===== config.mk =====
export PLATFORM = sky130hd
export DESIGN_NAME = ext_mem_ctrl
export DESIGN_NICKNAME = d
export VERILOG_FILES = /design/src/rtl/ext_mem_pkg.sv /design/src/rtl/ext_mem_timer.sv /design/src/rtl/ext_mem_ctrl.sv
export SDC_FILE = /design/constraint.sdc
export NUM_CORES = 1
export LEC_CHECK = 0
export BUFFER_PORTS_ARGS = -buffer_cell sky130_fd_sc_hd__buf_4
export CORE_AREA = 2 2 92 94
export DETAILED_ROUTE_END_ITERATION = 16
export DIE_AREA = 0 0 94 96
export HOLD_SLACK_MARGIN = 0.08
export PLACE_DENSITY = 0.84
export SLEW_MARGIN = 15
export SYNTH_ARGS = -nofsm -noshare
export SYNTH_HDL_FRONTEND = slang
export SYNTH_SLANG_ARGS = --single-unit

===== constraint.sdc =====
create_clock -name clk -period 2.7 [get_ports clk]
set_clock_uncertainty 0.1 [all_clocks]
set_input_delay 0.27 -clock clk [delete_from_list [all_inputs] [get_ports clk]]
set_output_delay 0.27 -clock clk [all_outputs]
set_load 0.1 [all_outputs]

===== src/rtl/ext_mem_pkg.sv =====
// Shared types and defaults for the external memory controller.
// Set EXT_MEM_TIMEOUT_EN to build the ack-timeout/abort path.
package ext_mem_pkg;

  typedef logic [2:0] state_t;

  localparam state_t ST_IDLE    = 3'd0;
  localparam state_t ST_REQ     = 3'd1;
  localparam state_t ST_RELEASE = 3'd2;
  localparam state_t ST_DONE    = 3'd3;
`ifdef EXT_MEM_TIMEOUT_EN
  localparam state_t ST_ABORT   = 3'd4;
`endif

  localparam int unsigned DEF_TIMEOUT_CYC = 16;
  localparam logic [31:0] DEF_ERR_DATA    = 32'h0000_0000;

  // Counter width able to hold 0 .. n-1, never narrower than one bit.
  function automatic int unsigned cnt_width(input int unsigned n);
    return (n <= 2) ? 1 : $clog2(n);
  endfunction

endpackage


===== src/rtl/ext_mem_timer.sv =====
// Ack wait counter: clears while clear_i is high, counts while en_i is high,
// flags expired_o once the count reaches TIMEOUT_CYC-1 (saturates there).
module ext_mem_timer
  import ext_mem_pkg::*;
#(
  parameter int unsigned TIMEOUT_CYC = DEF_TIMEOUT_CYC
) (
  input  logic clk,
  input  logic rst_n,
  input  logic clear_i,
  input  logic en_i,
  output logic expired_o
);

  localparam int unsigned W = cnt_width(TIMEOUT_CYC);
  localparam logic [W-1:0] LAST = W'(TIMEOUT_CYC - 1);

  logic [W-1:0] cnt_q;
  logic [W-1:0] cnt_d;

  assign expired_o = (cnt_q == LAST);

  always_comb begin
    cnt_d = cnt_q;
    if (clear_i) begin
      cnt_d = '0;
    end else if (en_i && !expired_o) begin
      cnt_d = cnt_q + 1'b1;
    end
  end

  always_ff @(posedge clk or negedge rst_n) begin
    if (!rst_n) begin
      cnt_q <= '0;
    end else begin
      cnt_q <= cnt_d;
    end
  end

endmodule


===== src/rtl/ext_mem_ctrl.sv =====
// CPU-to-external-memory bridge using a four-phase req/ack handshake; 3-cycle minimum access.
// Optional macro EXT_MEM_TIMEOUT_EN adds an ack timeout that aborts with cpu_err.
module ext_mem_ctrl
  import ext_mem_pkg::*;
#(
  parameter int unsigned TIMEOUT_CYC = DEF_TIMEOUT_CYC,
  parameter logic [31:0] ERR_DATA    = DEF_ERR_DATA
) (
  input  logic        clk,
  input  logic        rst_n,
  input  logic        cs,
  input  logic        cpu_req,
  input  logic        cpu_we,
  input  logic [31:0] cpu_addr,
  input  logic [31:0] cpu_wdata,
  output logic [31:0] cpu_rdata,
  output logic        cpu_stall,
  output logic        cpu_err,
  output logic        ext_req,
  output logic        ext_we,
  output logic [31:0] ext_addr,
  output logic [31:0] ext_wdata,
  input  logic        ext_ack,
  input  logic [31:0] ext_rdata
);

  state_t      state_q;
  state_t      state_d;
  logic        ext_we_q;
  logic [31:0] ext_addr_q;
  logic [31:0] ext_wdata_q;
  logic [31:0] cpu_rdata_q;
  logic        start;
  logic        in_req;
  logic        timed_out;

  assign start  = (state_q == ST_IDLE) && cpu_req && cs;
  assign in_req = (state_q == ST_REQ);

`ifdef EXT_MEM_TIMEOUT_EN
  logic tmr_expired;

  // Held clear outside REQ so every access starts its wait from zero.
  ext_mem_timer #(
    .TIMEOUT_CYC(TIMEOUT_CYC)
  ) u_timer (
    .clk      (clk),
    .rst_n    (rst_n),
    .clear_i  (!in_req),
    .en_i     (in_req),
    .expired_o(tmr_expired)
  );

  assign timed_out = in_req && tmr_expired && !ext_ack;
  assign cpu_err   = (state_q == ST_ABORT);
`else
  assign timed_out = 1'b0;
  assign cpu_err   = 1'b0;
`endif

  always_comb begin
    state_d = state_q;
    case (state_q)
      ST_IDLE: begin
        if (start) state_d = ST_REQ;
      end
      ST_REQ: begin
        // A late ack wins over a timeout landing in the same cycle.
        if (ext_ack) begin
          state_d = ST_RELEASE;
        end else if (timed_out) begin
`ifdef EXT_MEM_TIMEOUT_EN
          state_d = ST_ABORT;
`else
          state_d = ST_REQ;
`endif
        end
      end
      ST_RELEASE: begin
        if (!ext_ack) state_d = ST_DONE;
      end
      ST_DONE: state_d = ST_IDLE;
`ifdef EXT_MEM_TIMEOUT_EN
      ST_ABORT: state_d = ST_IDLE;
`endif
      default: state_d = ST_IDLE;
    endcase
  end

  always_ff @(posedge clk or negedge rst_n) begin
    if (!rst_n) begin
      state_q <= ST_IDLE;
    end else begin
      state_q <= state_d;
    end
  end

  // Access attributes are captured once and frozen until the next IDLE->REQ.
  always_ff @(posedge clk or negedge rst_n) begin
    if (!rst_n) begin
      ext_we_q    <= 1'b0;
      ext_addr_q  <= '0;
      ext_wdata_q <= '0;
    end else if (start) begin
      ext_we_q    <= cpu_we;
      ext_addr_q  <= cpu_addr;
      ext_wdata_q <= cpu_wdata;
    end
  end

  always_ff @(posedge clk or negedge rst_n) begin
    if (!rst_n) begin
      cpu_rdata_q <= '0;
    end else if (in_req && !ext_we_q) begin
      if (ext_ack) begin
        cpu_rdata_q <= ext_rdata;
      end else if (timed_out) begin
        cpu_rdata_q <= ERR_DATA;
      end
    end
  end

  assign ext_req   = in_req;
  assign ext_we    = ext_we_q;
  assign ext_addr  = ext_addr_q;
  assign ext_wdata = ext_wdata_q;
  assign cpu_rdata = cpu_rdata_q;
  assign cpu_stall = start || in_req || (state_q == ST_RELEASE);

endmodule


==> results of run 1 <==
## worst max-delay path: stages (launching register included)
cell     delay (ns)
dfrtp_1        0.40
inv_1          0.10
ha_1           0.24
nand3_4        0.30
nand2_1        0.15
buf_4          0.30
## layout by cell type, fill, tap and decap left out, types with 2 or more instances in the layout
cell type / synthesis / routed
buf_4: 1 / 203
clkbuf_8: 0 / 11
clkinv_4: 0 / 2
clkinvlp_4: 0 / 2
dfrtp_1: 99 / 99
dlygate4sd3_1: 0 / 98
ha_1: 4 / 4
inv_1: 2 / 2
mux2_2: 98 / 98
nand2_1: 2 / 2
## final timing paths
| check | from | to | slack [ns] | depth (start not counted) |
|---|---|---|---|---|
| max | state_q[0]$_DFFE_PN0P_ | cpu_stall | 0.48 | 5 |
| min | ext_ack | state_q[0]$_DFFE_PN0P_ | 0.21 | 3 |
| max reg2reg | state_q[0]$_DFFE_PN0P_ | ext_wdata[17]$_DFFE_PN0P_ | 0.68 | 5 |
| min reg2reg | ext_wdata[3]$_DFFE_PN0P_ | ext_wdata[3]$_DFFE_PN0P_ | 0.41 | 1 |
| max in group asynchronous | rst_n | state_q[1]$_DFFE_PN0P_ | 1.42 | 3 |
| min in group asynchronous | rst_n | ext_addr[27]$_DFFE_PN0P_ | 0.36 | 2 |
## cells by family (layout without fill, tap and decap cells)
family	after synthesis	count (layout)
AND/OR/NAND/NOR	6	6
multiplexers	99	99
buffers and inverters	13	320
flip-flops	99	99
other	1	1
adder cells (fa/ha/maj)	4	4
AO/OA/AOI/OAI	2	2
## area by class of cell
cell class	instances	share of cell area, %
Clock inverter	5	0.573
Multi-Input combinational cell	112	18.7
Timing Repair Buffer	302	38.5
Inverter	2	0.115
Tap cell	105	2.00
Sequential cell	99	37.8
Clock buffer	11	2.31
## timing repair
item / CTS / global route
buffers inserted: 0 / 0
setup endpoints to repair: 0 / 0
endpoints found under the hold margin: 140 / 0
gates resized for setup: 0 / 0
hold buffers: 98 / 0
## stage by stage
| step | std cells | setup WS (ns) | utilization [%] | cell area [um^2] |
|---|---|---|---|---|
| 2_1_floorplan | 224 | 0.287 | - | 3790 |
| 3_3_place_gp | 522 | 0.771 | 66.9 | 5390 |
| 3_5_place_dp | 522 | 0.702 | 66.9 | 5390 |
| 4_1_cts | 636 | 0.446 | 81.4 | 6560 |
| 5_1_grt | 636 | 0.359 | 81.4 | 6560 |
| 6_report | 636 | 0.480 | 81.4 | 6560 |
## sequential cells by signal, summed over array words and instances (netlist names)
register,count
cpu_rdata,32
state_q,2
ext_addr,32
ext_wdata,32
ext_we,1
## metal layers
layer	part of all wire, %	routed length [um]	vias up	track usage [%]
met5	0	0	-	0
met4	1.8	188	0	8.21
met3	7.2	769	18	6.42
met2	55	5890	124	44.3
met1	36	3880	1474	25.9
li1	-	-	1376	-
==> qor.csv, run 1 <==
stage,metric,value,unit
layout,finalNetCount,632,
synthesis,synth_simple_gate_area_share,0.793,%
synthesis,synth_cell_types,16,
route,first_iter_violations,52,
floorplan,row_count,33,
grt,grt_use_total,23.7,%
sta,fmax,450,MHz
sta,final-max-slew-violation-count,0,
synthesis,syn_inst,224,
clock_tree,htree_levels,3,
worst_setup_path,startpoint_type,register,
layout,antennaDiodeCount,0,
worst_setup_path,crit_arrival,1.85,ns
synthesis,ys.warnings.count,0,
synthesis,ys_seq_area_share,65.4,%
sta,hold_ws,0.214,ns
flow_run,maxCapViolCount,0,
placement,numPortBuffers,200,
route,drc,0,
route,vias,2992,
synthesis,muxShareOfSynthArea,29.4,%
synthesis,synth_most_common_cell,dfrtp_1,
synthesis,synth_top_family_by_area,multiplexers,
min_path,min_path_type,in2reg,
sta,timing.setup.tns,0,ns
route,wl,10700,um
floorplan,start_util,47.0,%
grt,grt_start_max_net_pins,57,
route,first_pass_iters,4,
sta,hold_viol_final,0,
route,routedWlPerCell,16.9,um
synthesis,synth_fa_ha_area_share,1.32,%
floorplan,num_io_pins,202,
synthesis,synth_largest_area_cell,dfrtp_1,
layout,fill_cells,428,
placement,gp_congestion,0.720,
sta,slew_headroom,61.6,%
synthesis,synth_area,3790,um^2
clock_tree,cts_root_buf,clkbuf_8,
synthesis,synth-edff-count,0,
layout,syn_to_final_growth,73.1,%
clock_tree,clk_pin_slew,0.08,ns
synthesis,yosysTopAreaCellShare,65.4,%
placement,dpl.hpwl,6650,um
synthesis,synth_compound_gate_area_share,0.429,%
synthesis,synthXorXnorAreaFrac,0,%
synthesis,ys.flop_type,dfrtp_1,
floorplan,fp.dieH,96,um
route,ant_nets,0,
synthesis,synthTopCellsByCount,"99 x dfrtp_1, 98 x mux2_2, 5 x buf_2, 5 x buf_6, 4 x ha_1",
sta,post-route-period-util,82.2,%
floorplan,die-area,9020,um^2
clock_tree,clock_path_buffers,2,
synthesis,ys_ff_latch,99,
grt,grt_pass1_vias,3230,
layout,drive_gt1_share,60.1,%
layout,multiInputGateArea,1230,um^2
clock_tree,cts_buffers,9,
worst_setup_path,crit_type,reg2out,
sta,rsz0062_at_grt,no,
sta,setup_viol,0,
grt,overflow,0,
sta,fin_crit,2.22,ns
synthesis,synth_top_cells_by_area,"dfrtp_1 65%, mux2_2 29%, buf_6 1.5%",
grt,grt_pass1_wl,16200,um
floorplan,core_area,8050,um^2
layout,seq_area,2480,um^2
route,via_per_inst,4.70,
synthesis,syn_nets,330,
worst_setup_path,crit_path_end_kind,output port,
clock_tree,clock_latency,0.34,ns
grt,antenna_found_initial,0,
clock_tree,cts.sinks,99,
outcome,status,finished clean,
sta,worst_pin_slew,0.576,ns
worst_setup_path,crit_required,2.33,ns
floorplan,fp.dieW,94,um
worst_setup_path,cp_max_fo,24,
synthesis,ys_async_sr_fraction,100,%
clock_tree,cts_tree,yes,
synthesis,avgSynthCellArea,16.9,um^2
Power of run 1 is not shown: default switching activity piles up to over one toggle a cycle in this logic, so the estimate is an artifact.
==> run 2: changes to the inputs <==
Settings changed: CORE_AREA 2 2 92 94 to 2 2 101 103, DIE_AREA 0 0 94 96 to 0 0 103 105, PLACE_DENSITY 0.84 to 0.74.
Clock period 2.7 ns to 1.9 ns, I/O delays scaled along.
==> qor.csv, run 2 (synthesized netlist as in run 1, its figures left out) <==
stage,metric,value,unit
sta,fmax,549,MHz
worst_setup_path,crit_arrival,1.96,ns
min_path,holdPathStages,3,
clock_tree,clock_path_buffers,2,
floorplan,row_count,36,
floorplan,die-area,10800,um^2
clock_tree,clock_latency,0.35,ns
grt,grt_use_total,19.0,%
clock_tree,cts.sinks,99,
grt,grt_start_max_net_pins,43,
min_path,min_path_type,in2reg,
sta,setup_viol,0,
min_path,whs_endpoint,state_q[0]$_DFFE_PN0P_,
route,routedWlPerCell,15.4,um
clock_tree,cts_buffers,9,
clock_tree,htree_levels,3,
clock_tree,clk_pin_slew,0.08,ns
layout,syn_to_final_growth,75.4,%
grt,grt_pass1_wl,15900,um
floorplan,num_io_pins,202,
worst_setup_path,crit_path_end_kind,register,
grt,grt_use_met3,6.35,%
sta,post-route-period-util,95.8,%
sta,hold_viol_final,0,
worst_setup_path,r2r_end,state_q[1]$_DFFE_PN0P_,
worst_setup_path,r2r_slack,0.08,ns
placement,dp_cells,552,
min_path,min_from,ext_ack,
grt,grt_pass1_vias,3345,
sta,timing.setup.tns,0,ns
floorplan,start_util,39.3,%
sta,rsz0062_at_grt,no,
route,wl,10200,um
sta,fin_crit,1.82,ns
floorplan,fp.dieW,103,um
grt,gr-usage-met1,20.6,%
route,first_iter_violations,75,
grt,busiest_layer,met2,
layout,multiInputGateArea,1240,um^2
placement,gp_congestion,0.694,
grt,grt_util_met2,33.5,%
worst_setup_path,crit_type,reg2reg,
worst_setup_path,crit_required,2.04,ns
layout,drive_gt1_share,60.3,%
floorplan,core_area,9640,um^2
route,via_per_inst,4.48,
grt,antenna_found_initial,0,
sta,final-max-slew-violation-count,0,
clock_tree,cts_tree,yes,
floorplan,fp.dieH,105,um
outcome,status,finished clean,
placement,dpl.hpwl,6560,um
layout,finalNetCount,635,
worst_setup_path,startpoint_type,register,
grt,overflow,0,
route,ant_nets,0,
route,first_pass_iters,4,
placement,numPortBuffers,200,
route,drc,0,
worst_setup_path,r2r-start,state_q[0]$_DFFE_PN0P_,
layout,final-instance-count-excl-fill,664,
route,vias,2978,
layout,final_common_cell,buf_4,
layout,antennaDiodeCount,0,
layout,fill_cells,679,
clock_tree,cts_root_buf,clkbuf_8,
worst_setup_path,r2r_cells,5,
worst_setup_path,cp_max_fo,4,
layout,final_cell_mix,"202 x buf_4, 98 x mux2_2, 98 x dfrtp_1, 98 x dlygate4sd3_1, 10 x clkbuf_8",
flow_run,maxCapViolCount,0,
layout,seq_area,2480,um^2
## run 2: layer usage
metal,vias to the layer above,wire [um]
li1,1381,-
met1,1458,3730
met2,123,5480
met3,16,780
met4,0,211
met5,-,0
## run 2: metrics by stage
| stage | utilization (%) | hold WS [ns] | worst slack (ns) | instance area [um^2] |
|---|---|---|---|---|
| after floorplan | - | -0.206 | 0.117 | 3800 |
| after global placement | 57.0 | 0.0541 | 0.170 | 5490 |
| after detailed placement | 57.0 | 0.0530 | 0.0486 | 5490 |
| after CTS | 68.8 | 0.0921 | 0.0303 | 6630 |
| after global routing | 68.9 | 0.114 | 0.00438 | 6640 |
| final | 68.9 | 0.118 | 0.0799 | 6640 |
## run 2: worst max path at each step
stage                     slack, ns              startpoint                endpoint  depth (start not counted)
after floorplan                0.12  state_q[1]$_DFFE_PN0P_  state_q[1]$_DFFE_PN0P_                          5
after global placement         0.17  state_q[0]$_DFFE_PN0P_  state_q[1]$_DFFE_PN0P_                          4
after detailed placement       0.05  state_q[0]$_DFFE_PN0P_  state_q[1]$_DFFE_PN0P_                          4
after CTS                      0.03  state_q[0]$_DFFE_PN0P_               cpu_stall                          5
after global routing          0.004  state_q[1]$_DFFE_PN0P_               cpu_stall                          5
final                          0.08  state_q[0]$_DFFE_PN0P_  state_q[1]$_DFFE_PN0P_                          5
## run 2: timing repair
action / CTS / global route
endpoints found under the hold margin: 196 / 0
gates resized for setup: 3 / 1
endpoints found under the setup margin: 1 / 2
setup buffers: 0 / 1
pin swaps: 0 / 0
hold buffers: 98 / 0
## run 2: worst max-delay path: stages (launching register included)
cell,delay [ns]
dfrtp_1,0.39
buf_4,0.15
ha_4,0.16
nor2b_1,0.12
a221oi_1,0.39
mux2_2,0.39
## run 2: cell type report
class                           count  share of cell area (%)
Timing Repair Buffer              305                    39.1
Sequential cell                    99                    37.3
Multi-Input combinational cell    112                    18.7
Tap cell                          133                    2.51
Clock buffer                       13                    2.24
Inverter                            2                   0.113
Power of run 2 is left out for the same reason.
